$ cat config.mk
export PLATFORM = sky130hd
export DESIGN_NAME = npu_sequencer_flat
export DESIGN_NICKNAME = d
export VERILOG_FILES = /design/src/rtl/npu_sequencer_pkg.sv /design/src/rtl/npu_sequencer_if.sv /design/src/rtl/npu_sequencer_enable_delay_line.sv /design/src/rtl/npu_sequencer.sv /design/src/flat_wrapper.sv
export SDC_FILE = /design/constraint.sdc
export NUM_CORES = 1
export LEC_CHECK = 0
export ABC_AREA = 1
export CORE_MARGIN = 4
export CORE_UTILIZATION = 35
export CTS_CLUSTER_SIZE = 20
export DETAILED_ROUTE_END_ITERATION = 12
export GPL_TIMING_DRIVEN = 0
export PLACE_DENSITY = 0.58
export SYNTH_ARGS = -nofsm -noshare
export SYNTH_HDL_FRONTEND = slang
export SYNTH_SLANG_ARGS = --single-unit
$ cat constraint.sdc
create_clock -name clk -period 2.2 [get_ports clk]
set_input_delay 0.44 -clock clk [delete_from_list [all_inputs] [get_ports clk]]
set_output_delay 0.44 -clock clk [all_outputs]
set_load 0.005 [all_outputs]
$ cat src/rtl/npu_sequencer_pkg.sv
// Shared types and constants for the NPU run sequencer.
// Provides the FSM state encoding and the dataflow mode codes.
package npu_sequencer_pkg;

   typedef enum logic [1:0] {
      S_IDLE    = 2'd0,
      S_COMPUTE = 2'd1,
      S_DRAIN   = 2'd2
   } seq_state_e;

   localparam int MODE_IS = 0;
   localparam int MODE_WS = 1;

endpackage

$ cat src/rtl/npu_sequencer_if.sv
// Host command channel of the NPU run sequencer (valid/ready handshake).
// Ports: cmd_valid, cmd_mode, cmd_len from host; cmd_ready back to host.
interface npu_sequencer_if #(
   parameter int MODE_W = 2,
   parameter int CNT_W  = 17
);
   logic              cmd_valid;
   logic              cmd_ready;
   logic [MODE_W-1:0] cmd_mode;
   logic [CNT_W-1:0]  cmd_len;

   modport master (
      output cmd_valid,
      output cmd_mode,
      output cmd_len,
      input  cmd_ready
   );

   modport slave (
      input  cmd_valid,
      input  cmd_mode,
      input  cmd_len,
      output cmd_ready
   );
endinterface

$ cat src/rtl/npu_sequencer_enable_delay_line.sv
// Shift register that replays the PE enable DEPTH cycles later.
// Ports: clk, reset, din (enable in), dout (delayed enable),
//        any_set (an enable is still in flight after this edge).
module enable_delay_line #(
   parameter int DEPTH = 17
) (
   input  logic clk,
   input  logic reset,
   input  logic din,
   output logic dout,
   output logic any_set
);

   logic [DEPTH-1:0] stage;

   generate
      if (DEPTH == 1) begin : g_one
         always_ff @(posedge clk) begin
            if (reset) stage <= '0;
            else       stage <= din;
         end
         assign any_set = din;
      end else begin : g_many
         always_ff @(posedge clk) begin
            if (reset) stage <= '0;
            else       stage <= {stage[DEPTH-2:0], din};
         end
         // Look one edge ahead: the last stage retires now, so only
         // din and the lower stages can still be non-zero next cycle.
         assign any_set = din | (|stage[DEPTH-2:0]);
      end
   endgenerate

   assign dout = stage[DEPTH-1];

endmodule

$ cat src/rtl/npu_sequencer.sv
// NPU run controller: accepts mode+length commands, gates PE/preprocess
// enables on buffer readiness, delays them to the output buffer, drains.
// Ports: clk, reset, cmd (command channel), buf_ready, pe_array_enable,
//        data_preprocessing_unit_enable, output_buffer_enable,
//        dataflow_mode, busy, done, err.
module npu_sequencer
   import npu_sequencer_pkg::*;
#(
   parameter int NUM_BUFS   = 3,
   parameter int CNT_W      = 17,
   parameter int PE_LATENCY = 17,
   parameter int MODE_W     = 2
) (
   input  logic                clk,
   input  logic                reset,
   npu_sequencer_if.slave      cmd,
   input  logic [NUM_BUFS-1:0] buf_ready,
   output logic                pe_array_enable,
   output logic                data_preprocessing_unit_enable,
   output logic                output_buffer_enable,
   output logic                dataflow_mode,
   output logic                busy,
   output logic                done,
   output logic                err
);

   seq_state_e       state;
   logic [CNT_W-1:0] remaining;
   logic             fire;
   logic             cmd_legal;
   logic             in_flight;

   assign cmd.cmd_ready = (state == S_IDLE);
   assign busy          = (state != S_IDLE);

   assign cmd_legal = (cmd.cmd_mode <= MODE_W'(MODE_WS))
                    && (cmd.cmd_len != '0);

   assign fire = (state == S_COMPUTE) && (&buf_ready)
               && (remaining != '0);

   enable_delay_line #(
      .DEPTH(PE_LATENCY)
   ) u_delay (
      .clk     (clk),
      .reset   (reset),
      .din     (pe_array_enable),
      .dout    (output_buffer_enable),
      .any_set (in_flight)
   );

   always_ff @(posedge clk) begin
      if (reset) begin
         state                          <= S_IDLE;
         remaining                      <= '0;
         pe_array_enable                <= 1'b0;
         data_preprocessing_unit_enable <= 1'b0;
         dataflow_mode                  <= 1'b0;
         done                           <= 1'b0;
         err                            <= 1'b0;
      end else begin
         pe_array_enable                <= fire;
         data_preprocessing_unit_enable <= fire;
         done                           <= 1'b0;
         err                            <= 1'b0;
         unique case (state)
            S_IDLE: begin
               if (cmd.cmd_valid) begin
                  if (!cmd_legal) begin
                     err <= 1'b1;
                  end else begin
                     state         <= S_COMPUTE;
                     remaining     <= cmd.cmd_len;
                     dataflow_mode <= (cmd.cmd_mode != MODE_W'(MODE_IS));
                  end
               end
            end
            S_COMPUTE: begin
               if (fire) begin
                  remaining <= remaining - CNT_W'(1);
                  if (remaining == CNT_W'(1)) state <= S_DRAIN;
               end
            end
            S_DRAIN: begin
               // done is raised for one cycle while still in DRAIN,
               // so cmd_ready only returns in the cycle after it.
               if (done)            state <= S_IDLE;
               else if (!in_flight) done  <= 1'b1;
            end
            default: state <= S_IDLE;
         endcase
      end
   end

endmodule
$ cat src/flat_wrapper.sv
// flat-port wrapper written by rule: the top's interface ports become plain ports
module npu_sequencer_flat import npu_sequencer_pkg::*;
#(
   parameter int NUM_BUFS   = 3,
   parameter int CNT_W      = 17,
   parameter int PE_LATENCY = 17,
   parameter int MODE_W     = 2
)
  (clk, reset, buf_ready, pe_array_enable, data_preprocessing_unit_enable, output_buffer_enable, dataflow_mode, busy, done, err, cmd_cmd_valid, cmd_cmd_mode, cmd_cmd_len, cmd_cmd_ready);
  npu_sequencer_if #(.MODE_W(MODE_W), .CNT_W(CNT_W)) cmd_i ();
  input  logic clk;
  input  logic reset;
  input  logic [NUM_BUFS-1:0] buf_ready;
  output logic pe_array_enable;
  output logic data_preprocessing_unit_enable;
  output logic output_buffer_enable;
  output logic dataflow_mode;
  output logic busy;
  output logic done;
  output logic err;
  input wire logic [$bits(cmd_i.cmd_valid)-1:0] cmd_cmd_valid;
  input wire logic [$bits(cmd_i.cmd_mode)-1:0] cmd_cmd_mode;
  input wire logic [$bits(cmd_i.cmd_len)-1:0] cmd_cmd_len;
  output wire logic [$bits(cmd_i.cmd_ready)-1:0] cmd_cmd_ready;
  assign cmd_i.cmd_valid = cmd_cmd_valid;
  assign cmd_i.cmd_mode = cmd_cmd_mode;
  assign cmd_i.cmd_len = cmd_cmd_len;
  assign cmd_cmd_ready = cmd_i.cmd_ready;
  npu_sequencer #(.NUM_BUFS(NUM_BUFS), .CNT_W(CNT_W), .PE_LATENCY(PE_LATENCY), .MODE_W(MODE_W)) u_core (.clk(clk), .reset(reset), .cmd(cmd_i), .buf_ready(buf_ready), .pe_array_enable(pe_array_enable), .data_preprocessing_unit_enable(data_preprocessing_unit_enable), .output_buffer_enable(output_buffer_enable), .dataflow_mode(dataflow_mode), .busy(busy), .done(done), .err(err));
endmodule
==> results.ini, run 1 <==
[status]
status=finished, final reports clean

[place]
place_inst=463
dpl.hpwl_mm=4.12
port_buffers=32
gp_congestion=0.815

[synthesis]
synth.net_count=384
synth_flop_cell=dfxtp_1
seq_area_frac_synth_pct=36.2
synth_edf_count=0
yosysWarningCount=0
yosysTopAreaCell=dfxtp_1
synth-seq-cells=40
synth_cell_types=25
synth_top_area_share_pct=36.2
syn_area_sq_mm=0.00221
synthTopCellsByArea=dfxtp_1 (36%), nand2_1 (16%), nor2_1 (14%)
synthArstFlopShare_pct=0
syn_avg_cell_area_sq_um=6.22
netlist_instances=356

[clocking]
clock-sinks=40
cts_buffers=5
cts_setup_buffers=0
tritoncts=done
clk_pin_slew_ns=0.09
cts-resized-gates=0
clock_path_buffers=2
clockRootBuffer=clkbuf_8
clock_latency_ns=0.30
cts_hold_buf=0
htreeDepth=2

[timing]
final.min_clock_period_ns=1.89
drv_slew=0
skew_ns=0.00415
fin_crit_sh_pct=86.0
fin_setup_tns_ns=0
hold_violations=0
clock.fmax_mhz=529
rsz0062_at_grt=false
tightest_slew_ns=0.625
slew_headroom_pct=58.3
hold_slack_ns=0.426
setup_viol=0

[setup_path]
crit_required_ns=1.76
cp_cell_sequence=inv_1, nand2_1, inv_1, clkdlybuf4s50_1
start_kind=flop
arrival_ns=1.45
cpMaxStageDelayCell=clkdlybuf4s50_1
crit_start=u_core.state[0]$_SDFFE_PP0P_
cp.buffers_inverters=3
endpoint_kind=output pin
critPathTopFamily=buffers and inverters
path_class=reg2out
crit_top_cell=inv_1
slowest_delay_ns=0.51
crit_path_max_fanout=4
worst-path-stages=4
worstRegToRegCells=10
timing.rr.start=u_core.remaining[0]$_SDFFE_PP0P_

[finish]
multi_input_area_sq_mm=0.00113
n_antenna_cell=0
layout_common_cells=nand2_1 (96), nor2_1 (84), inv_1 (51)
drive_gt1_share_pct=8.33
final_common_cell=nand2_1
fill_cells=663
fin_nets=423
syn_to_final_growth_pct=23.9
fin_cells=471
regArea_sq_um=801

[min_path]
min_path_type=reg2reg
worstHoldStart=u_core.u_delay.stage[3]$_SDFF_PP0_
hold-path-cell-count=2

[routing]
wl_met3_um=173
drc=0
wl_met2_mm=2.49
top_layer_used=met4
vias=2102
wl_per_cell_um=11.5
totalWireLength_mm=5.41
ant_nets=0
first_iter_violations=80
drt-vias-per-instance=4.46
firstDrtPassIters=4
wl_met1_mm=2.66

[power]
p_sw_mw=1.78
powerDensity_mw_per_mm2=1380
p_leak_nw=1.32
p_seq_share_pct=27.8
p_total_mw=3.79
sw_frac_of_total_pct=46.9
p_int_mw=2.01
clkPwrFrac_pct=16.8
combPwrFrac_pct=55.4
ir_drop_mv=0.584

[floorplan]
pin_count=33
dieWidth_um=87.5
die_area_sq_mm=0.00766
die_h_um=87.5
rows=28
initial_core_util_pct=36.8
core_sq_mm=0.00603

[global_routing]
grt_overflow=0
grt_first_pass_wirelength_mm=9.52
grt.total_usage_pct=16.0
grt_start_max_net_pins=15
antenna_found_initial=0
grt_pass1_vias=2089

[flow_run]
drv_cap=0

==> area by class of cell <==
| class | instances | share of cell area, % |
|---|---|---|
| flip-flops and latches | 40 | 29.2 |
| multi-input cells | 250 | 41.2 |
| repair buffers | 32 | 11.7 |
| inverters | 54 | 7.39 |
| plain buffers | 12 | 2.92 |
| clock inverters | 3 | 1.69 |
| clock buffers | 5 | 2.51 |
| well taps | 75 | 3.42 |
==> worst paths after layout <==
check	endpoint	slack (ns)
worst max register to register	u_core.remaining[16]$_SDFFE_PP0P_	0.55
worst min-delay path	u_core.u_delay.stage[4]$_SDFF_PP0_	0.43
worst min register to register	u_core.u_delay.stage[4]$_SDFF_PP0_	0.43
worst max-delay path	cmd_cmd_ready	0.31
==> tightest hold or removal path: cells and delay by family (launching register included) <==
kind          cells  cell delay [ns]
buf+inv           1             0.05
simple gates      1             0.03
flops             1             0.32
==> stage by stage <==
| step | setup WS, ns | area, sq um | util (%) |
|---|---|---|---|
| 6_report | 0.309 | 2740 | 45.5 |
| 5_1_grt | 0.187 | 2740 | 45.5 |
| 4_1_cts | 0.298 | 2740 | 45.5 |
| 3_5_place_dp | 0.0267 | 2630 | 43.6 |
| 3_3_place_gp | 0.0145 | 2630 | 43.6 |
| 2_1_floorplan | 0.743 | 2210 | - |
==> cells in the mapped netlist (2+ instances only) <==
| cell type | n |
|---|---|
| a21oi_1 | 3 |
| clkbuf_1 | 5 |
| o21ai_0 | 13 |
| nand4_1 | 8 |
| nor2_1 | 84 |
| ha_1 | 3 |
| inv_1 | 51 |
| dfxtp_1 | 40 |
| nand3_1 | 19 |
| buf_6 | 3 |
| buf_4 | 3 |
| nand2_2 | 3 |
| nor3_1 | 4 |
| nand2_1 | 96 |
| nor4_1 | 2 |
| nor2_2 | 4 |
| inv_2 | 3 |
| nor2_4 | 5 |
==> state kept, by name, summed over array words and instances, names as in the netlist <==
signal                  flops
u_core.dataflow_mode        1
u_core.done                 1
u_core.remaining           17
u_core.u_delay.stage       17
u_core.err                  1
u_core.state                2
u_core.pe_array_enable      1
==> power groups by stage <==
stage	clock [mW]	combinational, mW	sequential, mW
2_1_floorplan	0	1.61	1.04
3_3_place_gp	0	2.09	1.07
3_5_place_dp	0	2.11	1.07
4_1_cts	0.653	2.12	1.05
5_1_grt	0.689	2.45	1.08
6_report	0.637	2.10	1.05
==> kinds of logic after synthesis <==
kind of cell / after synthesis / synth area share (%)
AOI/OAI and AO/OA: 17 / 3.90
buffers and inverters: 66 / 12.8
DFF: 40 / 36.2
xor gates and xnor gates: 1 / 0.396
and+or+nand+nor: 229 / 45.1
adders and majority gates: 3 / 1.70
==> layer usage <==
layer,GRT usage [%],up-vias
li1,-,1159
met1,20.7,906
met4,4.60,0
met5,0,-
met2,26.2,28
met3,4.14,9
Note: power is estimated with default switching activity, not from simulation.
==> inputs of run 2 (changes only) <==
--- a/config.mk
+++ b/config.mk
@@ -5,13 +5,13 @@
 export SDC_FILE = /design/constraint.sdc
 export NUM_CORES = 1
 export LEC_CHECK = 0
-export ABC_AREA = 1
 export CORE_MARGIN = 4
 export CORE_UTILIZATION = 35
 export CTS_CLUSTER_SIZE = 20
 export DETAILED_ROUTE_END_ITERATION = 12
 export GPL_TIMING_DRIVEN = 0
 export PLACE_DENSITY = 0.58
+export SETUP_SLACK_MARGIN = 0.02
 export SYNTH_ARGS = -nofsm -noshare
 export SYNTH_HDL_FRONTEND = slang
 export SYNTH_SLANG_ARGS = --single-unit
==> run 2 against run 1 <==
Effect of this change: final area shrank 1.5%; die area down 5.5%; clock power down 3.3%; wire length grew 4.5%; final cell count fell by 25%.
==> results.ini, run 2 <==
[status]
status=finished, final reports clean

[setup_path]
crit_path_max_fanout=10
cpMaxStageDelayCell=clkdlybuf4s50_1
slowest_delay_ns=0.47
endpoint_kind=flop
arrival_ns=2.32
timing.rr.start=u_core.remaining[0]$_SDFFE_PP0P_
start_kind=primary input
worstRegToRegCells=7
rrSetupSlack_ns=0.13
crit_required_ns=2.40
cp_cell_sequence=clkdlybuf4s50_1, nor4_2, and4_4, a211o_1, clkbuf_4, buf_6, a21oi_1, o32ai_1
r2r-end=u_core.remaining[12]$_SDFFE_PP0P_
path_class=in2reg

[synthesis]
yosysWarningCount=0
synth_mux_area_share_pct=1.50
synth-adder-area-share_pct=1.80
synth-seq-cells=40
synth_xor_xnor_area_share_pct=0
synth_top_family_by_area=simple AND/OR/NAND/NOR gates
synth_simple_gate_area_share_pct=30.6
synth_cell_types=49
syn_area_sq_mm=0.00208
synthTopCellsByCount=dfxtp_1 (40), a21oi_1 (39), nor2b_1 (18)
yosysTopAreaCell=dfxtp_1
seq_area_frac_synth_pct=38.5
synth_edf_count=0
synth_top_area_share_pct=38.5
netlist_instances=238
syn_avg_cell_area_sq_um=8.75
yosysMostFrequentCell=dfxtp_1
synthArstFlopShare_pct=0
synthTopCellsByArea=dfxtp_1 (38%), a21oi_1 (9.4%), nor2b_1 (5.4%)
synth-compound-area-share_pct=21.7
synth.net_count=266
synth_flop_cell=dfxtp_1

[floorplan]
rows=27
initial_core_util_pct=36.9
core_sq_mm=0.00564
die_h_um=85.1
pin_count=33
die_area_sq_mm=0.00725
dieWidth_um=85.1

[routing]
wl_per_cell_um=16.1
drc=0
ant_nets=0
vias=1945
drt-vias-per-instance=5.53
totalWireLength_mm=5.65
first_iter_violations=117
firstDrtPassIters=4

[timing]
hold_violations=0
tightest_slew_ns=0.644
fin_crit_sh_pct=96.6
setup_viol=0
skew_ns=0.00310
slew_headroom_pct=57.0
drv_slew=0
final.min_clock_period_ns=2.13
rsz0062_at_grt=false
clock.fmax_mhz=471

[finish]
fin_nets=307
design_area_sq_mm=0.00270
fill_cells=557
drive_gt1_share_pct=15.7
syn_to_final_growth_pct=29.9
layout_common_cells=a21oi_1 (39), dfxtp_1 (39), clkdlybuf4s50_1 (31)
regArea_sq_um=802
n_antenna_cell=0
multi_input_area_sq_mm=0.00123
largestRegisters=u_core.remaining: 17 flops, u_core.u_delay.stage: 17 flops, u_core.state: 2 flops

[global_routing]
grt_start_max_net_pins=15
grt_overflow=0
grt_util_met3_pct=3.01
grt_pass1_vias=1946
antenna_found_initial=0
grt_first_pass_wirelength_mm=9.33
grt_busiest_layer=met2
grt_use_met2_pct=25.1
grtUsageMet1_pct=22.0
grt.total_usage_pct=16.0

[min_path]
min_path_type=reg2reg
worstHoldStart=u_core.u_delay.stage[9]$_SDFF_PP0_
whs_endpoint=u_core.done$_SDFF_PP0_
hold-path-cell-count=1

[clocking]
cts_hold_buf=0
cts_buffers=5
clockRootBuffer=clkbuf_8
clock-sinks=40
htreeDepth=2
clock_path_buffers=2
clk_pin_slew_ns=0.08
tritoncts=done
clock_latency_ns=0.29

[place]
gp_congestion=0.820
dpl.hpwl_mm=3.99
placed_area_sq_mm=0.00248
port_buffers=31

[power]
powerDensity_mw_per_mm2=676
p_total_mw=1.83
ir_drop_mv=0.436
p_leak_nw=0.976

[flow_run]
drv_cap=0

## run 2: cells by family (layout without fill, tap and decap cells)
kind of cell | Yosys count | count (layout)
buffers and inverters | 24 | 66
adder cells (fa/ha/maj) | 3 | 3
flip-flops | 40 | 40
AO/OA/AOI/OAI | 68 | 68
AND/OR/NAND/NOR | 100 | 100
multiplexers | 3 | 3
## run 2: through the flow
step	util (%)	cells	hold slack (ns)	worst slack, ns	TNS (ns)
after floorplan	-	238	0.389	0.305	0
after global placement	44.0	341	0.408	-0.675	-7.96
after detailed placement	44.0	341	0.411	-0.609	-7.19
after CTS	46.6	349	0.424	0.0119	0
after global routing	47.9	352	0.442	0.0151	0
final	47.9	352	0.422	0.0750	0
## run 2: what timing repair did
item                                    in CTS  in global routing
pin swaps                                    0                  6
endpoints found under the setup margin      13                 14
resized for setup                            7                 13
setup buffers                                0                  3
## run 2: report_power, final
part           internal, mW  switching (mW)  total (mW)  leakage (nW)
clock                 0.342           0.274       0.616        0.0548
sequential            0.748          0.0334       0.781         0.325
combinational         0.206           0.225       0.431         0.597
## run 2: per-layer routing
layer	wire [um]	vias up
met4	24	0
met3	432	2
met1	2620	903
met5	0	-
li1	-	964
met2	2580	76
## run 2: worst max path at each step
stage	end	slack, ns	from
after floorplan	u_core.remaining[5]$_SDFFE_PP0P_	0.31	u_core.remaining[4]$_SDFFE_PP0P_
after global placement	u_core.remaining[5]$_SDFFE_PP0P_	-0.67	cmd_cmd_len[6]
after detailed placement	u_core.remaining[5]$_SDFFE_PP0P_	-0.61	cmd_cmd_len[6]
after CTS	u_core.remaining[5]$_SDFFE_PP0P_	0.01	cmd_cmd_len[6]
after global routing	u_core.remaining[12]$_SDFFE_PP0P_	0.02	u_core.remaining[0]$_SDFFE_PP0P_
final	u_core.remaining[5]$_SDFFE_PP0P_	0.07	cmd_cmd_len[3]
## run 2: cell type report
type                            instances  area share, %
Multi-Input combinational cell        174           45.5
Sequential cell                        40           29.7
Timing Repair Buffer                   34           12.3
Buffer                                 17           3.98
Tap cell                               72           3.33
Clock buffer                            5           2.55
Clock inverter                          3           1.71
Inverter                                7          0.972
## run 2: worst max-delay path: cells and delay by family
family                 cells  cell delay, ns
and+or+nand+nor            2            0.68
buffers and inverters      3            0.85
AOI/OAI and AO/OA          3            0.34
==> inputs of run 3 (changes only) <==
--- a/config.mk
+++ b/config.mk
@@ -15,3 +15,4 @@
 export SYNTH_ARGS = -nofsm -noshare
 export SYNTH_HDL_FRONTEND = slang
 export SYNTH_SLANG_ARGS = --single-unit
+export TNS_END_PERCENT = 50
==> run 3 against run 2 <==
Effect of this change: register-to-register slack got worse by 0.04 ns; setup slack gained 0.010 ns; sequential cell count unchanged; non-clock buffer count is the same; sequential power about the same; wire length is 0.80% lower; largest cell class unchanged; core utilization is 0.18 points lower; first-iteration DRC count up 6.0%; clock power hardly changed; critical path depth fell by 1; maximum frequency rose by 0.49%; die area unchanged.
==> results.ini, run 3 (same netlist as run 2, synthesis figures left out) <==
[floorplan]
rows=27
pin_count=33
initial_core_util_pct=36.9
core_sq_mm=0.00564
dieWidth_um=85.1
die_h_um=85.1
die_area_sq_mm=0.00725

[power]
sw_frac_of_total_pct=29.0
combPwrFrac_pct=23.5
p_int_mw=1.29
clkPwrFrac_pct=33.7
p_leak_nw=0.974
ir_drop_mv=0.446
powerDensity_mw_per_mm2=677
p_seq_share_pct=42.9
p_sw_uw=529

[clocking]
clk_pin_slew_ns=0.08
tritoncts=done
clock_path_buffers=2
htreeDepth=2
clock-sinks=40
cts_buffers=5
clock_latency_ns=0.29
clockRootBuffer=clkbuf_8

[global_routing]
grt_overflow=0
grt_first_pass_wirelength_mm=9.33
grt_pass1_vias=1946
grt_start_max_net_pins=15
grt.total_usage_pct=16.0
antenna_found_initial=0

[timing]
rsz0062_at_grt=true
final.min_clock_period_ns=2.11
setup_viol=0
hold_violations=0
hold_slack_ns=0.423
clock.fmax_mhz=473
slew_headroom_pct=53.4
fin_crit_sh_pct=96.1
tightest_slew_ns=0.698
skew_ns=0.00290
drv_slew=0

[routing]
first_iter_violations=124
totalWireLength_mm=5.61
ant_nets=0
firstDrtPassIters=4
drc=0
drt-vias-per-instance=5.50
vias=1936
wl_per_cell_um=15.9

[setup_path]
endpoint_kind=flop
arrival_ns=2.32
crit_required_ns=2.40
start_kind=flop
crit_path_max_fanout=6
rrSetupSlack_ns=0.09
path_class=reg2reg

[finish]
fill_cells=559
layout_common_cells=a21oi_1 (39), dfxtp_1 (39), clkdlybuf4s50_1 (31)
n_antenna_cell=0
fin_cells=352
largestRegisters=u_core.remaining: 17 flops, u_core.u_delay.stage: 17 flops, u_core.state: 2 flops
fin_nets=307
multi_input_area_sq_mm=0.00122
regArea_sq_um=802
drive_gt1_share_pct=15.7
syn_to_final_growth_pct=29.4

[place]
dpl.hpwl_mm=3.99
port_buffers=31
place_inst=341
gp_congestion=0.820

[status]
status=finished, final reports clean

[flow_run]
drv_cap=0

[min_path]
min_path_type=reg2reg

==> run 3: cell types whose count changed in the layout (fill, tap and decap cells not counted) <==
cell	before	now
ha_2	0	1
ha_4	1	0
==> run 3: final timing paths <==
check / startpoint / cells after the start / end
max: u_core.remaining[0]$_SDFFE_PP0P_ / 7 / u_core.remaining[12]$_SDFFE_PP0P_
min: u_core.u_delay.stage[9]$_SDFF_PP0_ / 1 / u_core.done$_SDFF_PP0_
max reg2reg: u_core.remaining[0]$_SDFFE_PP0P_ / 7 / u_core.remaining[12]$_SDFFE_PP0P_
min reg2reg: u_core.u_delay.stage[9]$_SDFF_PP0_ / 1 / u_core.done$_SDFF_PP0_
==> run 3: area by class of cell <==
type	instances	area share, %
timing repair buffer	34	12.4
clock buffer	5	2.55
sequential	40	29.8
inverter	7	0.975
tap	72	3.34
clock inverter	3	1.72
multi-input combinational	174	45.3
buffer	17	3.99
==> run 3: what timing repair did <==
action / in CTS / in global routing
pin swaps: 0 / 4
setup endpoints to repair: 13 / 14
buffers inserted: 0 / 3
hold buffers: 0 / 0
resized for setup: 7 / 12
==> run 3: power by group through the flow <==
stage | combinational, mW | clock [mW] | sequential, mW
2_1_floorplan | 0.265 | 0 | 0.786
3_3_place_gp | 0.388 | 0 | 0.792
3_5_place_dp | 0.386 | 0 | 0.793
4_1_cts | 0.398 | 0.632 | 0.776
5_1_grt | 0.468 | 0.668 | 0.786
6_report | 0.428 | 0.614 | 0.781
==> run 3: metal layers <==
layer | share of wire, % | vias up | GRT usage [%]
li1 | - | 965 | -
met1 | 47 | 908 | 22.0
met2 | 46 | 61 | 25.1
met3 | 6.6 | 2 | 3.01
met4 | 0.45 | 0 | 5.18
met5 | 0 | - | 0
==> run 3: critical path: stages, from the launching register on <==
cell     delay [ns]
dfxtp_2        0.36
inv_1          0.12
ha_2           0.22
or3b_4         0.42
nor4_4         0.39
nand3_1        0.12
a221o_1        0.33
o31ai_1        0.07
==> run 3: through the flow <==
stage                     instance area [sq um]  total power [mW]  setup WS, ns  util (%)  TNS, ns
after floorplan                            2080              1.05         0.305         -        0
after global placement                     2480              1.18        -0.675      44.0    -7.96
after detailed placement                   2480              1.18        -0.609      44.0    -7.19
after CTS                                  2630              1.81        0.0119      46.6        0
after global routing                       2690              1.92       -0.0370      47.7  -0.0438
final                                      2690              1.82        0.0854      47.7        0
